--- config.mk ---
export PLATFORM = sky130hd
export DESIGN_NAME = vc_pmem_arbiter
export DESIGN_NICKNAME = d
export VERILOG_FILES = /design/src/rtl/vc_pmem_arbiter.sv
export SDC_FILE = /design/constraint.sdc
export NUM_CORES = 1
export LEC_CHECK = 0
export BUFFER_PORTS_ARGS = -buffer_cell sky130_fd_sc_hd__buf_2
export CORE_AREA = 2 2 265 267
export DETAILED_ROUTE_END_ITERATION = 7
export DIE_AREA = 0 0 267 269
export PLACE_DENSITY_LB_ADDON = 0.3
export SKIP_LAST_GASP = 1
export SLEW_MARGIN = 10
export SYNTH_ARGS = -nofsm -noshare
export SYNTH_HDL_FRONTEND = slang
export SYNTH_SLANG_ARGS = --single-unit
--- constraint.sdc ---
create_clock -name clk -period 2.6 [get_ports clk]
set_input_delay 0.26 -clock clk [delete_from_list [all_inputs] [get_ports clk]]
set_output_delay 0.26 -clock clk [all_outputs]
set_load 0.01 [all_outputs]
--- src/rtl/vc_pmem_arbiter.sv ---
// Arbitrates the single physical-memory line port between L2 requests and
// victim-cache writebacks, with same-address forwarding and bounded writeback deferral.
module vc_pmem_arbiter #(
  parameter int MAX_DEFER = 4
) (
  input  logic         clk,
  input  logic         reset,
  input  logic         l2_read,
  input  logic         l2_write,
  input  logic [11:0]  l2_address,
  input  logic [127:0] l2_wdata,
  output logic [127:0] l2_rdata,
  output logic         l2_resp,
  input  logic         vc_wb_req,
  input  logic [11:0]  vc_wb_address,
  input  logic [127:0] vc_wb_data,
  output logic         vc_wb_ack,
  output logic         pmem_read,
  output logic         pmem_write,
  output logic [15:0]  pmem_address,
  output logic [127:0] pmem_wdata,
  input  logic [127:0] pmem_rdata,
  input  logic         pmem_resp,
  output logic         l2_pmem_busy
);

  typedef enum logic [2:0] {IDLE, L2_RD, L2_WR, VC_WR, DONE} state_t;

  localparam logic [2:0] DEFER_MAX = 3'(MAX_DEFER);

  state_t        r_state;
  state_t        w_state_next;
  logic [2:0]    r_defer_cnt;
  logic [11:0]   r_addr;
  logic [127:0]  r_wdata;
  logic [127:0]  r_rdata;
  logic          r_served_vc;

  logic w_addr_eq;
  logic w_fwd_hit;
  logic w_wr_hazard;
  logic w_defer_full;
  logic w_l2_grant;
  logic w_vc_grant;
  logic w_fwd;

  assign w_addr_eq    = (l2_address == vc_wb_address);
  assign w_fwd_hit    = l2_read && vc_wb_req && w_addr_eq;
  assign w_wr_hazard  = l2_write && vc_wb_req && w_addr_eq;
  assign w_defer_full = (r_defer_cnt == DEFER_MAX);

  always_comb begin
    w_state_next = r_state;
    w_l2_grant   = 1'b0;
    w_vc_grant   = 1'b0;
    w_fwd        = 1'b0;
    case (r_state)
      IDLE: begin
        // Same-address hazards first: forward a read, drain the victim before a write.
        if (w_fwd_hit) begin
          w_state_next = DONE;
          w_l2_grant   = 1'b1;
          w_fwd        = 1'b1;
        end else if (w_wr_hazard || (vc_wb_req && w_defer_full)) begin
          w_state_next = VC_WR;
          w_vc_grant   = 1'b1;
        end else if (l2_read) begin
          w_state_next = L2_RD;
          w_l2_grant   = 1'b1;
        end else if (l2_write) begin
          w_state_next = L2_WR;
          w_l2_grant   = 1'b1;
        end else if (vc_wb_req) begin
          w_state_next = VC_WR;
          w_vc_grant   = 1'b1;
        end
      end
      L2_RD, L2_WR, VC_WR: begin
        if (pmem_resp) w_state_next = DONE;
      end
      DONE:    w_state_next = IDLE;
      default: w_state_next = IDLE;
    endcase
  end

  always_ff @(posedge clk) begin
    if (reset) begin
      r_state     <= IDLE;
      r_defer_cnt <= 3'd0;
      r_addr      <= 12'd0;
      r_wdata     <= 128'd0;
      r_rdata     <= 128'd0;
      r_served_vc <= 1'b0;
    end else begin
      r_state <= w_state_next;

      if (w_vc_grant) begin
        r_addr      <= vc_wb_address;
        r_wdata     <= vc_wb_data;
        r_served_vc <= 1'b1;
      end else if (w_l2_grant) begin
        r_served_vc <= 1'b0;
        if (w_fwd) begin
          r_rdata <= vc_wb_data;
        end else begin
          r_addr  <= l2_address;
          r_wdata <= l2_wdata;
        end
      end

      if (r_state == L2_RD && pmem_resp) r_rdata <= pmem_rdata;

      // Counts L2 wins over a waiting writeback; saturates so the force condition holds.
      if (w_vc_grant) begin
        r_defer_cnt <= 3'd0;
      end else if (r_state == IDLE && !vc_wb_req) begin
        r_defer_cnt <= 3'd0;
      end else if (w_l2_grant && vc_wb_req && !w_defer_full) begin
        r_defer_cnt <= r_defer_cnt + 3'd1;
      end
    end
  end

  assign pmem_read    = (r_state == L2_RD);
  assign pmem_write   = (r_state == L2_WR) || (r_state == VC_WR);
  assign pmem_address = {r_addr, 4'b0000};
  assign pmem_wdata   = r_wdata;
  assign l2_rdata     = r_rdata;
  assign l2_resp      = (r_state == DONE) && !r_served_vc;
  assign vc_wb_ack    = (r_state == DONE) && r_served_vc;
  assign l2_pmem_busy = (r_state != IDLE);

endmodule

-- Yosys cells after proc, flatten, opt, wreduce, memory -nomap -nowiden
Index checks and enable logic that the tools add are counted.
- bits in registers: 275
- output and inout port bits: 277
- word-level logic and storage cells: 75
- add/sub/neg operators: 1
- eq/ne operators: 10
- muxes and demuxes: 32
- reductions and logical operators: 26
- operators with widths (kind ; count):
    two-way mux 128 bit ; 7
    two-way mux 12 bit ; 3
    two-way mux 3 bit ; 6
    two-way mux 1 bit ; 15
    == test 12 bit ; 1
    logical AND 1 bit ; 11
    == test 3 x 2 -> 1 bit, second input constant ; 2
    == test 3 bit, second input constant ; 2
    != test 6 bit, second input constant ; 1
    one-hot mux 3 bit (2 select lines) ; 1
    nonzero test 2 bit ; 3
    OR reduction 3 bit ; 2
    != test 2 bit, second input constant ; 2
    AND reduction 2 bit ; 2
    adder 3 x 1 -> 3 bit, second input constant ; 1
    == test 3 x 1 -> 1 bit, second input constant ; 1
    logical NOT 1 bit ; 3
    logical NOT 3 bit ; 1
    AND reduction 3 bit ; 1
    nonzero test 3 bit ; 1
    logical OR 1 bit ; 2
    != test 2 x 1 -> 1 bit, second input constant ; 1

-- Depth between registers and ports, before layout
Gate-level depths: netlist of the first run.
- word-level depth: 9
- mapped depth: 9
- depth with buffers taken out: 8

-- Least setup slack after synthesis of the first run
OpenSTA, ideal clock, no wires.
- path kind: register -> register
- start point: register r_state[2]
- end point: register r_wdata[118], in the netlist pmem_wdata[118]
- arrival: 2074 ps
- data required time: 2478 ps
- setup slack: 404 ps
- stages on the path, launching flop included: 10
- path buffers: 3
- cells stage by stage: dfxtp_1 > clkbuf_1 > nor3_4 > inv_2 > nor3_2 > nor2b_1 > a211oi_2 > buf_4 > buf_2 > a221o_1
- cells in the longest elaborated chain, start to end: 4
- elaborated cells on any way between the ends: 8
- classes of those cells: 1 x eq/ne; 4 x mux; 3 x reduce/logical
- RTL lines (what ; line ; text):
    start, declared ; 31 ; state_t r_state;
    start signal, assigned ; 95 ; r_state <= w_state_next;
    logical NOT 3 bit (*) ; 57 ; case (r_state)
    two-way mux 1 bit ; 57 ;
    != test 2 bit (no source line) / nonzero test 2 bit (equally long branches) ; n/a ;
    AND reduction 2 bit (no source line) ; n/a ;
    end signal, assigned ; 99 ; r_wdata <= vc_wb_data;
    end signal, assigned ; 107 ; r_wdata <= l2_wdata;
    end, declared ; 35 ; logic [127:0] r_wdata;
Mark *: on every way between the ends. The rest lies on a longest branch, timed or not.
A chain may end at the register's enable or synchronous reset.

-- Final worst setup path of the first run
- start point: input port vc_wb_address[6]
- end point: register r_wdata[20], in the netlist pmem_wdata[20]
- cells in the longest elaborated chain, start to end: 8
- elaborated cells on any way between the ends: 16
- classes of those cells: 2 x eq/ne; 9 x mux; 5 x reduce/logical
- RTL lines (what ; line ; text):
    start, declared ; 15 ; input logic [11:0] vc_wb_address,
    == test 12 bit (*) ; 47 ; assign w_addr_eq = (l2_address == vc_wb_address);
    logical AND 1 bit ; 49 ; assign w_wr_hazard = l2_write && vc_wb_req && w_addr_eq;
    logical OR 1 bit ; 64 ; end else if (w_wr_hazard || (vc_wb_req && w_defer_full)) begin
    two-way mux 1 bit ; 64 ;
    two-way mux 1 bit ; 60 ; if (w_fwd_hit) begin
    two-way mux 1 bit ; 57 ;
    != test 2 bit (no source line) / nonzero test 2 bit (equally long branches) ; n/a ;
    AND reduction 2 bit (no source line) ; n/a ;
Marked as above.

==> results of run 1 <==
-- state kept, by name, indices dropped and copies added (netlist names) --
| name | count |
|---|---|
| r_addr | 12 |
| r_defer_cnt | 3 |
| r_state | 3 |
| l2_rdata | 128 |
| r_served_vc | 1 |
| pmem_wdata | 128 |
-- cell families (layout without fill, tap and decap cells) --
logic type	count (synthesis)	in the layout	synth area share [%]
AOI/OAI and AO/OA	421	421	25.6
xor gates and xnor gates	14	14	0.946
adders and majority gates	2	2	0.193
buffers and inverters	186	1069	6.10
DFF	275	275	42.5
muxes	3	3	0.241
other	1	11	0.0289
and+or+nand+nor	713	713	24.4
-- power breakdown --
part	internal [W]	total, W	switching [W]
registers	0.00560	0.00664	0.00103
clock network	0.00285	0.00490	0.00205
logic	0.00330	0.00808	0.00478
-- tightest hold or removal path: stages --
cell,delay (ps)
buf_2,100
nor2_1,100
a311oi_1,60
-- cell type report --
class	count	area [um2]
clock buffers	51	1030
fillers	7367	47900
multi-input cells	1157	6750
clock inverters	7	81.3
flip-flops and latches	275	5510
repair buffers	1007	6860
inverters	4	15.0
diodes	7	17.5
well taps	940	1180
-- what timing repair did --
| action | 4_1_cts | 5_1_grt |
|---|---|---|
| gates resized for setup | 0 | 1 |
| endpoints found under the hold margin | 253 | 0 |
| buffers inserted | 0 | 2 |
| hold buffers | 231 | 0 |
| setup endpoints to repair | 0 | 137 |
-- how the worst min path moves through the flow --
stage	endpoint	slack, ps	cells past startpoint
6_report	l2_rdata[47]$_SDFFE_PP0P_	40	3
4_1_cts	pmem_wdata[19]$_SDFFE_PP0P_	0.2	2
2_1_floorplan	pmem_wdata[0]$_SDFFE_PP0P_	400	1
5_1_grt	l2_rdata[108]$_SDFFE_PP0P_	10	3
3_3_place_gp	l2_rdata[67]$_SDFFE_PP0P_	460	2
3_5_place_dp	l2_rdata[67]$_SDFFE_PP0P_	470	2
-- cells in the final DEF (no fill, tap or decap), types with 2 or more instances in the layout --
cell / instances
nor4_4: 2
nand2_1: 263
diode_2: 7
dlygate4sd3_1: 231
ha_1: 2
a311oi_1: 128
a21oi_1: 142
buf_4: 56
inv_1: 3
inv_6: 3
nand3_1: 283
and3_1: 3
o21ai_0: 2
buf_12: 34
nor2_1: 138
nand2_4: 2
and4_1: 2
nand4_1: 2
dfxtp_1: 275
clkbuf_8: 5
nor2b_1: 4
clkinv_4: 2
conb_1: 4
nor3_4: 3
clkbuf_16: 37
buf_2: 685
clkbuf_1: 9
mux2i_1: 2
xnor2_1: 6
a221o_1: 140
xor2_1: 8
-- per-stage QoR --
step	hold WS (ps)	util, %	setup TNS, ps
6_report	38.8	30.9	0
5_1_grt	12.4	30.9	0
4_1_cts	0.242	30.9	0
3_5_place_dp	466	25.9	-13130
3_3_place_gp	462	25.9	-10180
2_1_floorplan	399	-	0
-- per-layer routing --
metal | vias up | GRT usage (%)
met4 | 6 | 8.23
met1 | 8222 | 22.5
met3 | 203 | 3.77
met2 | 979 | 29.5
li1 | 7739 | -
met5 | - | 0
==> impl_metrics.yaml, run 1 <==
status:
  outcome: "complete, no violations"
yosys:
  yosysSeqAreaShare_pct: 42.5
  synthArstFlopShare_pct: 0
  avgSynthCellArea_um2: 8.03
  synthTopCellsByCount: "nand3_1, dfxtp_1, nand2_1"
  ys_top_cells_by_area: "dfxtp_1, nand3_1, a221o_1, a311oi_1, nand2_1"
  yosysWarningCount: 0
  synthFlopType: "dfxtp_1"
  synth_top_area_share_pct: 42.5
  synth-edff-count: 0
  synth_top_cell_by_area: "dfxtp_1"
  synth_most_common_cell: "nand3_1"
  synthesis.area_mm2: 0.0130
  ys_ff_latch: 275
  ys_types: 45
  syn_inst: 1615
critical_path:
  reg2reg_from: "r_defer_cnt[0]$_SDFFE_PP0P_"
  path_max_fanout: 30
  required_ps: 3010
  crit_chain: "dlygate4sd3_1 -> buf_2 -> xor2_1 -> nor4_2 -> buf_4 -> nand4_4 -> mux2i_1 -> buf_4 -> a211oi_4 -> buf_4 -> buf_4 -> buf_12 -> a221o_1"
  critical_path.top_delay_family: "buffers and inverters"
  crit_path_end_kind: "flop"
  path_buf_inv: 7
  crit_type: "in -> reg"
  start_kind: "input port"
  startpoint: "vc_wb_address[6]"
  cp-endpoint: "pmem_wdata[20]$_SDFFE_PP0P_"
  cp.arrival_ps: 2870
  ff2ff_path_depth: 10
  ff2ff_setup_slack_ps: 230
  critPathMaxStageDelay_ps: 540
  timing.rr.end: "pmem_wdata[20]$_SDFFE_PP0P_"
  cp_slowest_cell: "dlygate4sd3_1"
  cpMostUsedCell: "buf_4"
  worst-path-stages: 13
place:
  pre_cts_ws_ps: -130
  gp_congestion: 0.976
  dp_hpwl_mm: 49.8
  io_buffers: 686
  postPlaceCellArea_mm2: 0.0180
  dp.cells: 3150
pwr:
  p_leak_nw: 9.22
  peakVddDrop_v: 0.000486
  p_total_w: 0.0196
  powerDensity_mw_per_mm2: 916
worst_hold_path:
  hp-start: "pmem_rdata[47]"
  min_path_type: "in -> reg"
sta:
  final_max_slew_viol_count: 0
  worstMarginPinSlew_ps: 601
  fin_crit_sh_pct: 94.9
  max_freq_mhz: 405
  finalSetupViolCount: 0
  skew_ps: 10.7
  hold_viol_final: 0
  fin_crit_ps: 2470
  fin_ws_ps: 133
  rsz0062_at_grt: "false"
  slew_headroom_pct: 59.9
route:
  first_pass_iters: 7
  met1_length_mm: 28.4
  vias: 17149
  wl_per_cell_um: 20.3
  highest_layer: "met5"
  dr_wl_met3_mm: 5.38
  initialDrtViolationCount: 1474
  drc: 0
  drtAntennaViolNets: 0
  drt-total-wl_mm: 70.0
  viasPerCell: 4.97
  wl_met2_mm: 33.2
cells_and_area:
  final_cell_area_mm2: 0.0214
  layout.cells.non_filler: 3448
  synthToLayoutAreaGrowth_pct: 65.3
  nets: 2898
  drive_gt1_share_pct: 33.6
job:
  drv_cap: 0
clock_tree:
  cts_root_buffer: "clkbuf_16"
  cts_max_level: 2
  clk_path_buf_depth: 3
  clock_sinks: 275
  cts.clk_slew.worst_paths_ps: 60
  cts_tree: "built"
  cts_made_buffers: 37
  clock_latency_ps: 530
floorplanning:
  floorplan.core_area_mm2: 0.0693
  initial_core_util_pct: 18.7
  fp.dieArea_mm2: 0.0718
  rows: 97
  io_pins: 691
  fp.dieW_um: 267
  die_h_um: 269
grt:
  antenna_found_initial: 10
  grt_pass1_vias: 16189
  overflow: 0
  grt_pass1_wl_mm: 99.9
  groute.usage.overall_pct: 18.0
  grt_start_max_net_pins: 96
Power figures use the tool's default switching activity.
==> run 2, diff against run 1 <==
==> constraint.sdc (replaced) <==
create_clock -name clk -period 2.6 [get_ports clk]
set_input_delay 0.52 -clock clk [delete_from_list [all_inputs] [get_ports clk]]
set_output_delay 0.52 -clock clk [all_outputs]
set_load 0.01 [all_outputs]
==> impl_metrics.yaml, run 2 (synthesized netlist as in run 1, its figures left out) <==
critical_path:
  path_max_fanout: 31
  cp.arrival_ps: 2990
  crit_type: "in -> reg"
  start_kind: "input port"
  ff2ff_path_depth: 10
  required_ps: 3070
  crit_path_end_kind: "flop"
route:
  drtAntennaViolNets: 0
  drc: 0
  drt-total-wl_mm: 68.4
  initialDrtViolationCount: 1350
  vias: 16084
  first_pass_iters: 7
  wl_per_cell_um: 21.1
  viasPerCell: 4.95
grt:
  groute.usage.overall_pct: 17.7
  overflow: 0
  grt_pass1_vias: 15179
  grt_pass1_wl_mm: 97.7
  grt_start_max_net_pins: 93
  antenna_found_initial: 14
sta:
  slew_headroom_pct: 58.5
  hold_viol_final: 0
  whs_ps: 223
  fin_crit_sh_pct: 96.9
  finalSetupViolCount: 0
  fin_crit_ps: 2520
  worstMarginPinSlew_ps: 622
  skew_ps: 13.0
  final_max_slew_viol_count: 0
  rsz0062_at_grt: "false"
  max_freq_mhz: 397
cells_and_area:
  synthToLayoutAreaGrowth_pct: 50.0
  layout.cells.non_filler: 3248
  nets: 2690
  final_cell_mix: "buf_2, nand3_1, dfxtp_1"
  final_common_cell: "buf_2"
  drive_gt1_share_pct: 37.8
pwr:
  powerDensity_mw_per_mm2: 1020
  peakVddDrop_v: 0.000386
  p_leak_nw: 8.42
clock_tree:
  cts_max_level: 2
  cts_root_buffer: "clkbuf_16"
  cts_made_buffers: 36
  clock_sinks: 275
  cts.clk_slew.worst_paths_ps: 60
  cts_tree: "built"
  cts-resized-gates: 1
  clk_path_buf_depth: 3
  post_cts_buffers: 0
  postCtsHoldBufs: 0
  clock_latency_ps: 530
worst_hold_path:
  min_path_type: "in -> reg"
  hold_depth: 2
place:
  io_buffers: 686
  gp_congestion: 0.986
  dp.cells: 3176
  dp_hpwl_mm: 50.9
status:
  outcome: "complete, no violations"
floorplanning:
  fp.dieArea_mm2: 0.0718
  die_h_um: 269
  floorplan.core_area_mm2: 0.0693
  initial_core_util_pct: 18.7
  rows: 97
  fp.dieW_um: 267
  io_pins: 691
job:
  drv_cap: 0
-- run 2: cell types whose count changed in the layout (fill, tap and decap cells not counted), sizes merged --
cell         before  now
dlygate4sd3     231    0
buf             776  800
diode             7   12
bufinv            1    4
inv               7    5
clkbuf           51   52
-- run 2: metrics by stage --
stage | worst slack (ps) | utilization [%] | cell area [um2] | TNS [ps] | total power, W
global placement | -528 | 26.3 | 18200 | -89780 | 0.0144
global route | 13.8 | 28.1 | 19400 | 0 | 0.0208
detailed placement | -581 | 26.3 | 18200 | -100970 | 0.0145
CTS | 82.4 | 28.0 | 19400 | 0 | 0.0199
finish | 81.2 | 28.1 | 19400 | 0 | 0.0198
floorplan | 174 | - | 13000 | 0 | 0.0107
-- run 2: worst paths after layout --
path	from	end	slack, ps
setup / recovery	vc_wb_address[10]	pmem_wdata[6]$_SDFFE_PP0P_	80
setup reg to reg	r_defer_cnt[0]$_SDFFE_PP0P_	pmem_wdata[6]$_SDFFE_PP0P_	170
hold reg to reg	l2_rdata[72]$_SDFFE_PP0P_	l2_rdata[72]$_SDFFE_PP0P_	480
hold / removal	vc_wb_data[98]	pmem_wdata[98]$_SDFFE_PP0P_	220
-- run 2: power by group --
part	total [W]	leakage (nW)	internal [W]	switching, W
Combinational	0.00785	5.57	0.00314	0.00470
Clock	0.00528	0.591	0.00322	0.00206
Sequential	0.00665	2.26	0.00560	0.00105
Total	0.0198	8.42	0.0120	0.00781
-- run 2: layout make-up --
| type | count | area [um2] |
|---|---|---|
| flip-flops and latches | 275 | 5510 |
| multi-input cells | 1157 | 6750 |
| fillers | 7534 | 49900 |
| diodes | 12 | 30.0 |
| inverters | 4 | 15.0 |
| well taps | 940 | 1180 |
| repair buffers | 800 | 4760 |
| clock buffers | 52 | 1060 |
| clock inverters | 8 | 146 |
-- run 2: layer usage --
metal	vias up	routed length, um	GRT usage [%]
met5	-	27	0
met4	4	2490	7.52
met3	145	5030	3.80
met2	790	32500	28.9
met1	7811	28300	22.6
li1	7334	-	-
-- run 2: critical path, cell delays in order --
cell      delay (ps)
buf_2            140
xor2_1           240
or4_4            580
nor4_2           300
nor2b_1          130
a211oi_4         450
buf_4            230
buf_12           200
a221o_1          170
